`config.mk`:
```
export PLATFORM = sky130hd
export DESIGN_NAME = mult_div_unit
export DESIGN_NICKNAME = d
export VERILOG_FILES = /design/src/rtl/mult_div_unit_pkg.sv /design/src/rtl/div_radix2.sv /design/src/rtl/mult_div_unit.sv
export SDC_FILE = /design/constraint.sdc
export NUM_CORES = 2
export LEC_CHECK = 0
export BUFFER_PORTS_ARGS = -buffer_cell sky130_fd_sc_hd__buf_2
export CORE_ASPECT_RATIO = 0.7
export CORE_UTILIZATION = 57
export CTS_BUF_LIST = sky130_fd_sc_hd__clkbuf_8
export DETAILED_ROUTE_END_ITERATION = 12
export GPL_TIMING_DRIVEN = 1
export PLACE_DENSITY = 0.74
export SLEW_MARGIN = 15
export SYNTH_ARGS = -nofsm -noshare
export SYNTH_HDL_FRONTEND = slang
export SYNTH_SLANG_ARGS = --single-unit
```
`constraint.sdc`:
```
create_clock -name clk -period 25 [get_ports clk]
set_clock_uncertainty 0.05 [all_clocks]
set_input_delay 1.25 -clock clk [delete_from_list [all_inputs] [get_ports clk]]
set_output_delay 1.25 -clock clk [all_outputs]
set_load 0.005 [all_outputs]
```
`src/rtl/mult_div_unit_pkg.sv`:
```
// Shared types for the EXE-stage multiply/divide unit.
// Op encodings, FSM states and default divide length.
package CPU_Defines;

  typedef enum logic [3:0] {
    OP_NONE  = 4'd0,
    OP_MULT  = 4'd1,
    OP_MULTU = 4'd2,
    OP_DIV   = 4'd3,
    OP_DIVU  = 4'd4,
    OP_MADD  = 4'd5,
    OP_MADDU = 4'd6,
    OP_MSUB  = 4'd7,
    OP_MSUBU = 4'd8
  } multdiv_op_t;

  typedef enum logic [1:0] {
    S_IDLE,
    S_MUL,
    S_DIV,
    S_DONE
  } multdiv_state_t;

  localparam int DIV_CYCLES_DEFAULT = 32;

  function automatic logic op_is_div(
    input multdiv_op_t op
  );
    return (op == OP_DIV) ||
           (op == OP_DIVU);
  endfunction

  function automatic logic op_is_smul(
    input multdiv_op_t op
  );
    return (op == OP_MULT) ||
           (op == OP_MADD) ||
           (op == OP_MSUB);
  endfunction

endpackage

```
`src/rtl/div_radix2.sv`:
```
// Restoring radix-2 divider, one quotient bit per cycle.
// Works on magnitudes and applies the sign fix on the final bit.
module div_radix2
  import CPU_Defines::*;
#(
  parameter int DIV_CYCLES = DIV_CYCLES_DEFAULT
) (
  input  logic        clk,
  input  logic        rst_n,
  input  logic        start,
  input  logic [31:0] dividend,
  input  logic [31:0] divisor,
  input  logic        is_signed,
  input  logic        abort,
  output logic [31:0] quotient,
  output logic [31:0] remainder,
  output logic        done
);

  localparam int CW = $clog2(DIV_CYCLES + 1);

  logic [CW-1:0] cnt;
  logic          active;
  logic [31:0]   rem_q;
  logic [31:0]   quo_q;
  logic [31:0]   dsr_q;
  logic          neg_q;
  logic          neg_r;

  logic          a_neg;
  logic          b_neg;
  logic [31:0]   a_abs;
  logic [31:0]   b_abs;
  logic [32:0]   shifted;
  logic [32:0]   trial;
  logic          fits;
  logic [31:0]   rem_n;
  logic [31:0]   quo_n;

  // Operand magnitudes for signed division.
  always_comb begin
    a_neg = is_signed & dividend[31];
    b_neg = is_signed & divisor[31];
    a_abs = a_neg ? -dividend : dividend;
    b_abs = b_neg ? -divisor : divisor;
  end

  // One restoring step plus the sign-fixed view of its result.
  always_comb begin
    shifted   = {rem_q, quo_q[31]};
    trial     = shifted - {1'b0, dsr_q};
    fits      = ~trial[32];
    rem_n     = fits ? trial[31:0]
                     : shifted[31:0];
    quo_n     = {quo_q[30:0], fits};
    quotient  = neg_q ? -quo_n : quo_n;
    remainder = neg_r ? -rem_n : rem_n;
    done      = active &&
                (cnt == CW'(DIV_CYCLES - 1));
  end

  // Counter and partial-remainder state.
  always_ff @(posedge clk or negedge rst_n) begin
    if (!rst_n) begin
      cnt    <= '0;
      active <= 1'b0;
      rem_q  <= '0;
      quo_q  <= '0;
      dsr_q  <= '0;
      neg_q  <= 1'b0;
      neg_r  <= 1'b0;
    end else if (abort) begin
      cnt    <= '0;
      active <= 1'b0;
    end else if (start) begin
      cnt    <= '0;
      active <= 1'b1;
      rem_q  <= '0;
      quo_q  <= a_abs;
      dsr_q  <= b_abs;
      neg_q  <= a_neg ^ b_neg;
      neg_r  <= a_neg;
    end else if (active) begin
      rem_q <= rem_n;
      quo_q <= quo_n;
      if (done) begin
        cnt    <= '0;
        active <= 1'b0;
      end else begin
        cnt <= cnt + 1'b1;
      end
    end
  end

endmodule

```
`src/rtl/mult_div_unit.sv`:
```
// EXE-stage iterative multiply/divide with HILO write-back.
// Define HILO_ACC_EN to enable MADD/MADDU/MSUB/MSUBU.
module mult_div_unit
  import CPU_Defines::*;
#(
  parameter int DIV_CYCLES = DIV_CYCLES_DEFAULT
) (
  input  logic        clk,
  input  logic        resetn,
  input  logic [3:0]  EXE_MultDivOp,
  input  logic [31:0] EXE_rs_value,
  input  logic [31:0] EXE_rt_value,
  input  logic [31:0] EXE_HI,
  input  logic [31:0] EXE_LO,
  input  logic        EXE_DisWr,
  input  logic        EXE_Wr,
  output logic        DIVMULTBusy,
  output logic [31:0] MULTDIV_HI,
  output logic [31:0] MULTDIV_LO,
  output logic        MULTDIV_Valid
);

  multdiv_state_t state;
  multdiv_state_t state_n;
  multdiv_op_t    op_in;
  multdiv_op_t    op_q;

  logic        op_ok;
  logic        start;
  logic [31:0] a_q;
  logic [31:0] b_q;
  logic [63:0] a_ext;
  logic [63:0] b_ext;
  logic [63:0] prod;
  logic [63:0] mul_res;
  logic [31:0] div_quo;
  logic [31:0] div_rem;
  logic        div_done;

  assign op_in = multdiv_op_t'(EXE_MultDivOp);

  // Which encodings this build accepts.
  always_comb begin
    op_ok = 1'b0;
    case (op_in)
      OP_MULT,
      OP_MULTU,
      OP_DIV,
      OP_DIVU:  op_ok = 1'b1;
`ifdef HILO_ACC_EN
      OP_MADD,
      OP_MADDU,
      OP_MSUB,
      OP_MSUBU: op_ok = 1'b1;
`endif
      default:  op_ok = 1'b0;
    endcase
  end

  assign start = (state == S_IDLE) &&
                 op_ok && EXE_DisWr;

  // Capture operands at issue.
  always_ff @(posedge clk or negedge resetn) begin
    if (!resetn) begin
      a_q  <= '0;
      b_q  <= '0;
      op_q <= OP_NONE;
    end else if (start) begin
      a_q  <= EXE_rs_value;
      b_q  <= EXE_rt_value;
      op_q <= op_in;
    end
  end

`ifdef HILO_ACC_EN
  logic [31:0] hi_q;
  logic [31:0] lo_q;

  // Capture the accumulator at issue.
  always_ff @(posedge clk or negedge resetn) begin
    if (!resetn) begin
      hi_q <= '0;
      lo_q <= '0;
    end else if (start) begin
      hi_q <= EXE_HI;
      lo_q <= EXE_LO;
    end
  end
`else
  logic unused_hilo;
  assign unused_hilo = ^{EXE_HI, EXE_LO};
`endif

  // 64-bit product and optional accumulate.
  always_comb begin
    a_ext = op_is_smul(op_q)
          ? {{32{a_q[31]}}, a_q}
          : {32'b0, a_q};
    b_ext = op_is_smul(op_q)
          ? {{32{b_q[31]}}, b_q}
          : {32'b0, b_q};
    prod    = a_ext * b_ext;
    mul_res = prod;
`ifdef HILO_ACC_EN
    if (op_q == OP_MADD ||
        op_q == OP_MADDU)
      mul_res = {hi_q, lo_q} + prod;
    else if (op_q == OP_MSUB ||
             op_q == OP_MSUBU)
      mul_res = {hi_q, lo_q} - prod;
`endif
  end

  div_radix2 #(
    .DIV_CYCLES (DIV_CYCLES)
  ) u_div (
    .clk       (clk),
    .rst_n     (resetn),
    .start     (start && op_is_div(op_in)),
    .dividend  (EXE_rs_value),
    .divisor   (EXE_rt_value),
    .is_signed (op_in == OP_DIV),
    .abort     (~EXE_DisWr),
    .quotient  (div_quo),
    .remainder (div_rem),
    .done      (div_done)
  );

  // Next state, stall request and write enable.
  always_comb begin
    state_n       = state;
    DIVMULTBusy   = 1'b0;
    MULTDIV_Valid = 1'b0;
    unique case (state)
      S_IDLE: begin
        DIVMULTBusy = start;
        if (start)
          state_n = op_is_div(op_in)
                  ? S_DIV : S_MUL;
      end
      S_MUL: begin
        DIVMULTBusy = 1'b1;
        state_n     = S_DONE;
      end
      S_DIV: begin
        DIVMULTBusy = 1'b1;
        if (div_done)
          state_n = S_DONE;
      end
      S_DONE: begin
        MULTDIV_Valid = 1'b1;
        if (EXE_Wr)
          state_n = S_IDLE;
      end
    endcase
    if (!EXE_DisWr) begin
      state_n       = S_IDLE;
      DIVMULTBusy   = 1'b0;
      MULTDIV_Valid = 1'b0;
    end
  end

  // State register.
  always_ff @(posedge clk or negedge resetn) begin
    if (!resetn)
      state <= S_IDLE;
    else
      state <= state_n;
  end

  // Result registers, loaded on the last compute cycle.
  always_ff @(posedge clk or negedge resetn) begin
    if (!resetn) begin
      MULTDIV_HI <= '0;
      MULTDIV_LO <= '0;
    end else if (EXE_DisWr) begin
      if (state == S_MUL) begin
        MULTDIV_HI <= mul_res[63:32];
        MULTDIV_LO <= mul_res[31:0];
      end else if (state == S_DIV &&
                   div_done) begin
        MULTDIV_HI <= div_rem;
        MULTDIV_LO <= div_quo;
      end
    end
  end

endmodule
```
==> results.json <==
{
  "outcome": "completed",
  "place_hpwl_um": 152000,
  "clock-sinks": 239,
  "synth_area_leaders": "fa_1, inv_1, dfrtp_1",
  "cp-start-kind": "flop",
  "ff2ff_path_depth": 32,
  "die_height_um": 280,
  "ys_async_sr_fraction": 1.00,
  "synth_simple_gate_area_frac": 0.140,
  "synth_cells": 6996,
  "syn_to_final_growth_pct": 4.08,
  "min_from": "MULTDIV_HI[0]$_DFFE_PN0P_",
  "die_x_um": 398,
  "r2r-end": "MULTDIV_HI[31]$_DFFE_PN0P_",
  "yosysMostFrequentCell": "inv_1",
  "hold_buffers": 0,
  "cpPeakStageDelay_ns": 0.96,
  "fin_hold_ws_ns": 0.423,
  "synth.avg_cell_area_um2": 8.96,
  "busiest_layer": "met2",
  "fmax_ghz": 0.0867,
  "wl_um": 187000,
  "worstPathArrival_ns": 11.87,
  "synth_warnings": 0,
  "post_cts_resized": 0,
  "yosysSeqAreaShare": 0.0954,
  "start_util": 0.576,
  "crit_required_ns": 25.34,
  "yosys.area.top_type": "fa_1",
  "grt_max_degree": 112,
  "hold_end": "MULTDIV_HI[0]$_DFFE_PN0P_",
  "syn_nets": 8901,
  "drc_errors": 0,
  "maxSlewHeadroom": 0.198,
  "synth_area_um2": 62700,
  "clkTransAtPathRegs_ns": 0.08,
  "synth-edff-count": 0,
  "synth.distinct_cells": 96,
  "rsz0062_at_grt": "no",
  "worst_pin_slew_ns": 1.19,
  "dr.first_iter.drc_count": 4672,
  "cp_common_cell": "fa_1",
  "final_nets": 8802,
  "hold_viol": 0,
  "cp-end-kind": "flop",
  "ant_nets": 0,
  "clkLatencyLatePin_ns": 0.56,
  "final-setup-viol-count": 0,
  "synth.top_cell.area_share": 0.453,
  "top_level_ports": 202,
  "reg2reg_from": "op_q[1]$_DFFE_PN0P_",
  "dieArea_um2": 111000,
  "slew_violations": 0,
  "worstHoldPathCells": 2,
  "critPathSlowestCell": "fa_1",
  "avgViaCountPerCell": 5.74,
  "drt-wirelength-per-cell_um": 22.4,
  "synthXorXnorAreaFrac": 0.0360,
  "cts.htree.levels": 2,
  "grtUsageMet3": 0.108,
  "synth_compound_area_frac": 0.0790,
  "hp-class": "flop to flop",
  "numCtsBuffers": 35,
  "cts_tree": "yes",
  "io_buffers": 137,
  "grt_pass1_wl_um": 298000,
  "yosys-top-cells-count": "inv_1, fa_1, nand2_1",
  "grt.total_usage": 0.352,
  "grt-ovfl-total": 0,
  "synthMuxAreaShare": 0.00533,
  "r2r_slack_ns": 13.47,
  "ctsLongestPathBuffers": 3,
  "drt_first_pass_iters": 7,
  "crit_fanout": 28,
  "rows": 101,
  "grt_use_met1": 0.508,
  "core_um2": 109000,
  "setup_tns_ns": 0,
  "place_congestion": 1.01,
  "synth_top_family_by_area": "adder cells",
  "period_minus_slack_ns": 11.53,
  "maxCapViolations": 0,
  "layout-drive-gt1-share": 0.0527,
  "critPathKind": "flop to flop",
  "cts_setup_buffers": 0,
  "synth_seq_cells": 239,
  "vias": 48100,
  "finalCritPeriodShare": 0.461,
  "root_buffer": "clkbuf_8",
  "synthAdderAreaFrac": 0.524,
  "yosys_most_used_dff": "dfrtp_1",
  "antenna_found_initial": 6,
  "grtUsageMet2": 0.512,
  "grt_pass1_vias": 50700
}
==> layout make-up <==
cell class                      count  area [um2]
Tap cell                         1442        1800
Antenna cell                        5        12.5
Fill cell                        9360       43500
Clock buffer                       44         606
Multi-Input combinational cell   4755       49200
Sequential cell                   239        6000
Inverter                         1636        6140
Clock inverter                     17        98.8
Timing Repair Buffer              230        1390
==> metrics by stage <==
stage / area, um2 / util / worst slack [ns] / cells
after floorplan: 62700 / - / 15.01 / 6996
after global placement: 64600 / 0.593 / 13.75 / 8302
after detailed placement: 64600 / 0.593 / 13.69 / 8302
after CTS: 65300 / 0.600 / 13.64 / 8363
after global routing: 65300 / 0.600 / 13.04 / 8367
final: 65300 / 0.600 / 13.47 / 8368
==> critical path, delay by kind of cell (launching register included) <==
family	cells	cell delay [ns]
adder cells (fa/ha/maj)	10	6.03
buffers and inverters	7	2.00
XOR/XNOR	7	1.65
AND/OR/NAND/NOR	5	0.84
flip-flops	1	0.38
AO/OA/AOI/OAI	2	0.23
multiplexers	1	0.13
==> worst max-delay path by stage <==
stage                        startpoint                    endpoint  slack, ns  cells past startpoint
floorplan           op_q[1]$_DFFE_PN0P_  MULTDIV_HI[30]$_DFFE_PN0P_      15.01                     34
global placement    op_q[1]$_DFFE_PN0P_  MULTDIV_HI[31]$_DFFE_PN0P_      13.75                     32
detailed placement  op_q[1]$_DFFE_PN0P_  MULTDIV_HI[31]$_DFFE_PN0P_      13.69                     32
CTS                 op_q[1]$_DFFE_PN0P_  MULTDIV_HI[31]$_DFFE_PN0P_      13.64                     32
global route        op_q[1]$_DFFE_PN0P_  MULTDIV_HI[31]$_DFFE_PN0P_      13.04                     32
finish              op_q[1]$_DFFE_PN0P_  MULTDIV_HI[31]$_DFFE_PN0P_      13.47                     32
==> cell usage in the layout (no fill, tap or decap), types with 64 or more instances in the layout <==
master	count
ha_1	348
nor2_1	154
buf_2	136
o21ai_0	234
xor2_1	108
and2_1	341
a21oi_1	173
fa_1	1420
nand2_1	1143
xnor2_1	150
dfrtp_1	220
inv_1	1645
a21o_1	64
buf_4	93
==> kinds of logic after synthesis <==
logic type / Yosys count
buffers and inverters: 2002
flip-flops: 239
multiplexers: 33
adder cells (fa/ha/maj): 1773
AO/OA/AOI/OAI: 768
XOR/XNOR: 258
AND/OR/NAND/NOR: 1923
==> sequential cells by signal, indices dropped and copies added (netlist names) <==
| name | cells |
|---|---|
| u_div.rem_q | 32 |
| u_div.cnt | 6 |
| b_q | 32 |
| MULTDIV_HI | 32 |
| MULTDIV_LO | 32 |
| u_div.neg_r | 1 |
| u_div.neg_q | 1 |
| a_q | 32 |
| u_div.quo_q | 32 |
| u_div.dsr_q | 32 |
| u_div.active | 1 |
| op_q | 4 |
| state | 2 |
==> per-layer routing <==
metal / part of all wire / up-vias / routed length (um)
met5: 0.00014 / - / 27
met2: 0.43 / 2484 / 80200
met1: 0.42 / 24500 / 78100
met4: 0.033 / 4 / 6210
li1: - / 20700 / -
met3: 0.12 / 369 / 22900
Power is left out: the tool's default activity adds up to more than one toggle a clock period on the data nets, which glitch-free logic cannot reach.
